## src/rtl/mem_arbiter.sv

```systemverilog
// Arbiter sharing one single-port memory between the instruction-fetch and data ports.
// Define MEM_TIMEOUT_EN to add an ack timeout that completes the transfer with bus_err.
module mem_arbiter #(
  parameter int unsigned STARVE_LIMIT   = 4,
  parameter int unsigned TIMEOUT_CYCLES = 16
) (
  input  logic        clk,
  input  logic        rst_n,
  input  logic        if_req,
  input  logic [31:0] if_addr,
  output logic [31:0] if_rdata,
  output logic        if_valid,
  input  logic        d_req,
  input  logic        d_we,
  input  logic [31:0] d_addr,
  input  logic [31:0] d_wdata,
  input  logic [1:0]  d_width,
  output logic [31:0] d_rdata,
  output logic        d_valid,
  output logic        mem_req,
  output logic        mem_we,
  output logic [31:0] mem_addr,
  output logic [31:0] mem_wdata,
  output logic [1:0]  mem_width,
  input  logic [31:0] mem_rdata,
  input  logic        mem_ack,
  output logic        stall,
  output logic        bus_err
);

  // state | meaning
  // IDLE  | no transfer outstanding; arbitrate when no valid pulse is showing
  // FETCH | fetch transfer on the memory bus, waiting for mem_ack
  // DATA  | load/store transfer on the memory bus, waiting for mem_ack
  typedef enum logic [1:0] {IDLE = 2'd0, FETCH = 2'd1, DATA = 2'd2} state_e;

  localparam int unsigned     SW         = (STARVE_LIMIT < 1) ? 1 : $clog2(STARVE_LIMIT + 1);
  localparam logic [SW-1:0]   STARVE_MAX = SW'(STARVE_LIMIT);
  localparam logic [31:0]     NOP_INSN   = 32'h0000_0013;

  state_e        state_q, state_d;
  logic [SW-1:0] starve_q, starve_d;
  logic          grant_f, grant_d;
  logic          timed_out;
  logic          xfer_done;

  logic          mem_req_q, mem_req_d;
  logic          mem_we_q, mem_we_d;
  logic [31:0]   mem_addr_q, mem_addr_d;
  logic [31:0]   mem_wdata_q, mem_wdata_d;
  logic [1:0]    mem_width_q, mem_width_d;
  logic [31:0]   if_rdata_q, if_rdata_d;
  logic [31:0]   d_rdata_q, d_rdata_d;
  logic          if_valid_q, if_valid_d;
  logic          d_valid_q, d_valid_d;

  assign xfer_done = (state_q != IDLE) && (mem_ack || timed_out);

  always_ff @(posedge clk or negedge rst_n) begin
    if (!rst_n) begin
      state_q     <= IDLE;
      starve_q    <= '0;
      mem_req_q   <= 1'b0;
      mem_we_q    <= 1'b0;
      mem_addr_q  <= '0;
      mem_wdata_q <= '0;
      mem_width_q <= '0;
      if_rdata_q  <= '0;
      d_rdata_q   <= '0;
      if_valid_q  <= 1'b0;
      d_valid_q   <= 1'b0;
    end else begin
      state_q     <= state_d;
      starve_q    <= starve_d;
      mem_req_q   <= mem_req_d;
      mem_we_q    <= mem_we_d;
      mem_addr_q  <= mem_addr_d;
      mem_wdata_q <= mem_wdata_d;
      mem_width_q <= mem_width_d;
      if_rdata_q  <= if_rdata_d;
      d_rdata_q   <= d_rdata_d;
      if_valid_q  <= if_valid_d;
      d_valid_q   <= d_valid_d;
    end
  end

  // Grants are held off while a valid pulse is showing so the requester can retire it first.
  always_comb begin
    state_d  = state_q;
    starve_d = starve_q;
    grant_f  = 1'b0;
    grant_d  = 1'b0;
    case (state_q)
      IDLE: begin
        if (!if_valid_q && !d_valid_q) begin
          if (d_req && (!if_req || (starve_q < STARVE_MAX))) begin
            grant_d = 1'b1;
          end else if (if_req) begin
            grant_f = 1'b1;
          end
        end
      end
      FETCH, DATA: begin
        if (xfer_done) state_d = IDLE;
      end
      default: state_d = IDLE;
    endcase
    if (grant_d) begin
      state_d = DATA;
      if (if_req && (starve_q < STARVE_MAX)) starve_d = starve_q + SW'(1);
    end
    if (grant_f) begin
      state_d  = FETCH;
      starve_d = '0;
    end
  end

  always_comb begin
    mem_req_d   = mem_req_q;
    mem_we_d    = mem_we_q;
    mem_addr_d  = mem_addr_q;
    mem_wdata_d = mem_wdata_q;
    mem_width_d = mem_width_q;
    if_rdata_d  = if_rdata_q;
    d_rdata_d   = d_rdata_q;
    if_valid_d  = 1'b0;
    d_valid_d   = 1'b0;
    if (grant_f) begin
      mem_req_d   = 1'b1;
      mem_we_d    = 1'b0;
      mem_addr_d  = if_addr;
      mem_width_d = 2'b10;
    end
    if (grant_d) begin
      mem_req_d   = 1'b1;
      mem_we_d    = d_we;
      mem_addr_d  = d_addr;
      mem_wdata_d = d_wdata;
      mem_width_d = d_width;
    end
    if (xfer_done) begin
      mem_req_d = 1'b0;
      if (state_q == FETCH) begin
        if_valid_d = 1'b1;
        if_rdata_d = timed_out ? NOP_INSN : mem_rdata;
      end else begin
        d_valid_d = 1'b1;
        if (!mem_we_q) d_rdata_d = timed_out ? 32'h0 : mem_rdata;
      end
    end
  end

`ifdef MEM_TIMEOUT_EN
  localparam int unsigned   TW         = (TIMEOUT_CYCLES < 2) ? 1 : $clog2(TIMEOUT_CYCLES);
  localparam logic [TW-1:0] TIMER_LOAD = TW'(TIMEOUT_CYCLES - 1);

  logic [TW-1:0] timer_q, timer_d;
  logic          bus_err_q, bus_err_d;

  // Down-counter reloaded on every grant; terminal count without ack ends the transfer.
  always_comb begin
    timer_d = timer_q;
    if (grant_f || grant_d) begin
      timer_d = TIMER_LOAD;
    end else if ((state_q != IDLE) && (timer_q != '0)) begin
      timer_d = timer_q - TW'(1);
    end
  end

  assign timed_out = (state_q != IDLE) && (timer_q == '0) && !mem_ack;
  assign bus_err_d = timed_out;

  always_ff @(posedge clk or negedge rst_n) begin
    if (!rst_n) begin
      timer_q   <= '0;
      bus_err_q <= 1'b0;
    end else begin
      timer_q   <= timer_d;
      bus_err_q <= bus_err_d;
    end
  end

  assign bus_err = bus_err_q;
`else
  logic unused_timeout_cfg;
  assign unused_timeout_cfg = (TIMEOUT_CYCLES == 0);
  assign timed_out          = 1'b0;
  assign bus_err            = 1'b0;
`endif

  assign mem_req   = mem_req_q;
  assign mem_we    = mem_we_q;
  assign mem_addr  = mem_addr_q;
  assign mem_wdata = mem_wdata_q;
  assign mem_width = mem_width_q;
  assign if_rdata  = if_rdata_q;
  assign d_rdata   = d_rdata_q;
  assign if_valid  = if_valid_q;
  assign d_valid   = d_valid_q;

  assign stall = (if_req & ~if_valid_q) | (state_q == DATA);

endmodule

```

## config.mk

```make
export PLATFORM = sky130hd
export DESIGN_NAME = mem_arbiter
export DESIGN_NICKNAME = d
export VERILOG_FILES = /design/src/rtl/mem_arbiter.sv
export SDC_FILE = /design/constraint.sdc
export NUM_CORES = 1
export LEC_CHECK = 0
export BUFFER_PORTS_ARGS = -buffer_cell sky130_fd_sc_hd__buf_2
export CORE_AREA = 2 2 137 139
export CTS_CLUSTER_DIAMETER = 100
export DETAILED_ROUTE_END_ITERATION = 8
export DIE_AREA = 0 0 139 141
export HOLD_SLACK_MARGIN = 0.15
export PLACE_DENSITY_LB_ADDON = 0.25
export SYNTH_ARGS = -nofsm -noshare
export SYNTH_HDL_FRONTEND = slang
export SYNTH_SLANG_ARGS = --single-unit
```

## constraint.sdc

```tcl
create_clock -name clk -period 4.1 [get_ports clk]
set_clock_uncertainty 0.2 [all_clocks]
set_input_delay 0.205 -clock clk [delete_from_list [all_inputs] [get_ports clk]]
set_output_delay 0.205 -clock clk [all_outputs]
set_load 0.01 [all_outputs]
```

* Word level (Yosys, flattened, before mapping)
Index checks and enable logic that the tools add are counted.
Storage, ports and cells: register bits 139, latch bits 0, bits in writable memories 0, bits in read-only memories 0, memories 0
Operators by class: add/subtract/negate cells 1, multipliers 0, div/mod/pow operators 0, order comparisons 1, equal/unequal tests 4, shifts and indexed selects 0, muxes and demuxes 27, bitwise gates (word level) 5, reduce and logical (&&, ||, !) cells 18
Operators with widths (count):
- 32-bit two-way mux | 2
- 1-bit two-way mux | 16
- 2-bit two-way mux | 5
- 3-bit two-way mux | 3
- 2-bit AND reduction | 3
- 2-bit nonzero test | 3
- 1-bit logical AND | 4
- 4-bit inequality test, second input constant | 1
- 2-bit one-hot mux with 2 select lines | 1
- 3-bit by 1-bit adder with 3-bit output, second input constant | 1
- 1-bit logical NOT | 3
- 3-bit less-than comparator, second input constant | 1
- 3-bit inequality test, second input constant | 1
- 1-bit inverter | 3
- 3-bit AND reduction | 1
- 3-bit nonzero test | 1
- 2-bit by 1-bit == test with 1-bit output, second input constant | 1
- 2-bit == test, second input constant | 1
- 2-bit logical NOT | 1
- 2-bit OR reduction | 1
- 1-bit AND | 1
- 1-bit logical OR | 1
- 1-bit OR | 1

* Depth between registers and ports, before layout
depth after elaboration 9, depth in mapped cells 7, mapped depth without buffers 5

* Worst setup path before layout
OpenSTA, ideal clock, no wires.
path kind register to register, from reg state_q[0], to reg d_rdata_q[10] (netlist: d_rdata[10]), setup time 0.125 ns, data arrival time 1.604 ns, required time 3.775 ns, setup slack 2.171 ns, cell stages (with the launch flop) 7, buffers on the path 1, period minus slack after synthesis 1.929 ns, cells stage by stage dfrtp_1 > inv_1 > ha_1 > nand2b_1 > nor3_2 > buf_4 > mux2_2
On the way: longest elaborated chain between the ends 3, elaborated cells between the ends (all ways) 5
RTL lines:
- from (decl) | line 41 | state_e state_q, state_d;
- from (signal assigned) | line 73 | state_q <= state_d;
- 2-bit by 1-bit == test with 1-bit output or 2-bit nonzero test (tied branches) | line 143, 57
- 1-bit inverter (no source line) or 1-bit logical AND (tied branches)
- 3-bit AND reduction (no source line) (*)
- to (signal assigned) | line 81 | d_rdata_q <= d_rdata_d;
- to (decl) | line 53 | logic [31:0] d_rdata_q, d_rdata_d;
Every way passes the cells marked *; elsewhere a longest branch is shown, timed or not. A chain may end at the register's enable or synchronous reset.

* Worst setup path in the final report
from reg state_q[0], to reg mem_addr_q[14] (netlist: mem_addr[14])
On the way: longest elaborated chain between the ends 3, elaborated cells between the ends (all ways) 5
RTL lines:
- 2-bit logical NOT (*) | line 93 | case (state_q)
- 1-bit two-way mux | line 93
- 32-bit two-way mux or 2-bit nonzero test (tied branches)
- to (signal assigned) | line 77 | mem_addr_q <= mem_addr_d;
- to (decl) | line 49 | logic [31:0] mem_addr_q, mem_addr_d;
Marked as above.

==> flow_summary.toml <==
[cells_and_area]
final_nets = 979
final_common_cell = "buf_2"
layout_common_cells = "buf_2 (269), dfrtp_1 (139), dlygate4sd3_1 (136)"
drive_gt1_frac = 0.438
fin_util = 0.505
fin_cells = 1083
area_delta_synth_final_pct = 61.4
diodes = 0

[sta]
tightest_slew_ns = 1.02
min_period_ns = 3.19
whs_ns = 0.186
rsz0062_at_grt = "no"
fin_tns_setup_ns = 0
finalSetupViolCount = 0
report.final.slew_viol_count = 0
final_hold_viol_count = 0
relSlewSlack = 0.318
max_freq_ghz = 0.313
fin_crit_sh = 0.779

[grt]
grt.overflow.total = 0
grt_usage = 0.172
grt_antenna_before_repair = 0
use_met2 = 0.302
grt_max_degree = 80
grt_pass1_wl_um = 27200
use_met3 = 0.0594
grt_use_met1 = 0.198
grt_busiest_layer = "met2"
grt_pass1_vias = 5499

[pwr]
p_total_mw = 7.08
vdd_drop_max_mv = 0.359
cellPowerDensity_mw_per_mm2 = 767
p_leak_nw = 4.30

[yosys]
synth_top_family_by_area = "multiplexers"
synth_area_mm2 = 0.00572
yosysSeqAreaShare = 0.608
synth_top_area_share = 0.608
ys_ff_latch = 139
postSynthAreaPerCell_um2 = 13.0
synth_compound_area_frac = 0.108
synthDistinctLibCells = 35
synthTopCellsByArea = "dfrtp_1 (61%), mux2_2 (12%), mux2_1 (6.7%), a31oi_1 (3.5%), nand3_1 (2.9%)"
synth_warnings = 0
yosysTopAreaCell = "dfrtp_1"
synth_xor_area_frac = 0
synth_cells = 440
synth_adder_area_share = 0.00875
synth_mux_area_frac = 0.189
synth.net_count = 580
synth-simple-area-share = 0.0505

[run]
drv_cap = 0

[route]
drt-total-wl_um = 16800
firstDrtPassIters = 5
wl_per_cell_um = 15.6
via_count = 5164
ant_nets = 0
drt_iter0_drc = 172
drt_drc_violations_left = 0
viasPerCell = 4.77

[clocking]
clock_path_buffers = 2
cts.root.buffer_cell = "clkbuf_16"
cts-resized-gates = 0
cts.sinks = 139
path_clk_slew_ns = 0.06
cts_tree = "done"
cts_setup_buffers = 0
cts-buffers-inserted = 17
worstSkewPairLatency_ns = 0.40
cts.htree.levels = 4

[setup_path]
crit_path_end = "mem_addr[14]$_DFFE_PN0P_"
timing.rr.end = "mem_addr[14]$_DFFE_PN0P_"
crit_path_end_kind = "flip-flop"
cp.arrival_ns = 3.28
reg2reg_depth = 8
worstPathRequired_ns = 4.19
rrSetupSlack_ns = 0.91
crit_type = "reg -> reg"
cp_max_fo = 67
startpoint_type = "flip-flop"
crit_start = "state_q[0]$_DFFE_PN0P_"
r2r-start = "state_q[0]$_DFFE_PN0P_"

[placement]
dpl.cell_count = 918
hpwlAfterDp_um = 10900
port_buffers = 270
gp_congestion = 0.771

[floorplan]
die_x_um = 139
core_mm2 = 0.0183
die_area_mm2 = 0.0196
die_h_um = 141
initial_utilization = 0.313
io_pins = 272
rows = 50

[hold_path]
hold_path.class = "in -> async"

[run_status]
status = "finished clean"
==> what timing repair did <==
action                     CTS  global route
setup endpoints to repair    0             0
hold buffers               136             0
hold endpoints to repair   215             0
==> metrics by stage <==
stage / cell area [um2] / setup slack (ns)
4_1_cts: 9230 / 0.933
3_3_place_gp: 7260 / 1.61
6_report: 9230 / 0.907
3_5_place_dp: 7260 / 1.49
5_1_grt: 9230 / 0.726
2_1_floorplan: 5720 / 2.17
==> flip-flops by register name, summed over array words and instances (netlist names), 2 cells and up <==
| register | flops |
|---|---|
| state_q | 2 |
| if_rdata | 32 |
| d_rdata | 32 |
| mem_addr | 32 |
| mem_width | 2 |
| starve_q | 3 |
| mem_wdata | 32 |
==> power by group <==
group / switching, mW / total [mW] / internal [mW] / leakage, nW
clock network: 0.553 / 1.61 / 1.06 / 0.294
registers: 0.352 / 2.42 / 2.06 / 1.64
logic: 1.50 / 3.06 / 1.56 / 2.36
total: 2.40 / 7.08 / 4.68 / 4.30
==> worst max-delay path: stages (launching register included) <==
cell,delay [ns]
dfrtp_1,0.39
inv_1,0.10
ha_1,0.25
nor3b_4,0.24
buf_4,0.57
and2_1,0.22
buf_4,0.35
a31oi_1,0.15
dlygate4sd3_1,0.59
==> layer usage <==
layer  up-vias  routed length, um
met5         -                  0
met4         0                307
met3        26               1260
met2       243               8410
met1      2503               6860
li1       2392                  -
==> how the worst min path moves through the flow <==
stage	to	start
CTS	if_rdata[9]$_DFFE_PN0P_	rst_n
detailed placement	if_rdata[9]$_DFFE_PN0P_	rst_n
finish	if_rdata[9]$_DFFE_PN0P_	rst_n
global placement	d_rdata[9]$_DFFE_PN0P_	rst_n
global route	if_rdata[9]$_DFFE_PN0P_	rst_n
floorplan	d_rdata[0]$_DFFE_PN0P_	rst_n
==> Yosys cell counts <==
| cell type | instances |
|---|---|
| a21bo_2 | 1 |
| a21boi_2 | 1 |
| a21o_1 | 1 |
| a21oi_1 | 32 |
| a22o_1 | 2 |
| a31oi_1 | 32 |
| and2_1 | 1 |
| buf_2 | 11 |
| buf_4 | 6 |
| buf_6 | 2 |
| clkbuf_1 | 15 |
| conb_1 | 1 |
| dfrtp_1 | 139 |
| ha_1 | 4 |
| inv_1 | 5 |
| mux2_1 | 34 |
| mux2_2 | 62 |
| nand2_1 | 6 |
| nand2_2 | 1 |
| nand2b_1 | 1 |
| nand3_1 | 33 |
| nand3b_1 | 1 |
| nand4bb_1 | 1 |
| nor2_1 | 2 |
| nor2b_1 | 2 |
| nor3_2 | 1 |
| nor3b_4 | 1 |
| o21a_1 | 1 |
| o21ai_0 | 32 |
| o21ai_1 | 4 |
| o221ai_1 | 1 |
| o22a_1 | 1 |
| o22ai_1 | 1 |
| or2_1 | 1 |
| or3b_1 | 1 |
==> cell type report <==
type / instances / area, um2
Multi-Input combinational cell: 262 / 2050
Sequential cell: 139 / 3480
Fill cell: 1639 / 9040
Inverter: 5 / 18.8
Timing Repair Buffer: 414 / 2780
Clock inverter: 7 / 140
Tap cell: 234 / 293
Clock buffer: 22 / 474
==> kinds of logic after synthesis <==
logic type      count (synthesis)
simple gates                   52
buf+inv                        39
flops                         139
mux                            96
fa+ha+maj                       4
compound gates                109
other cells                     1
No activity file was read; power rests on OpenSTA's default activity.
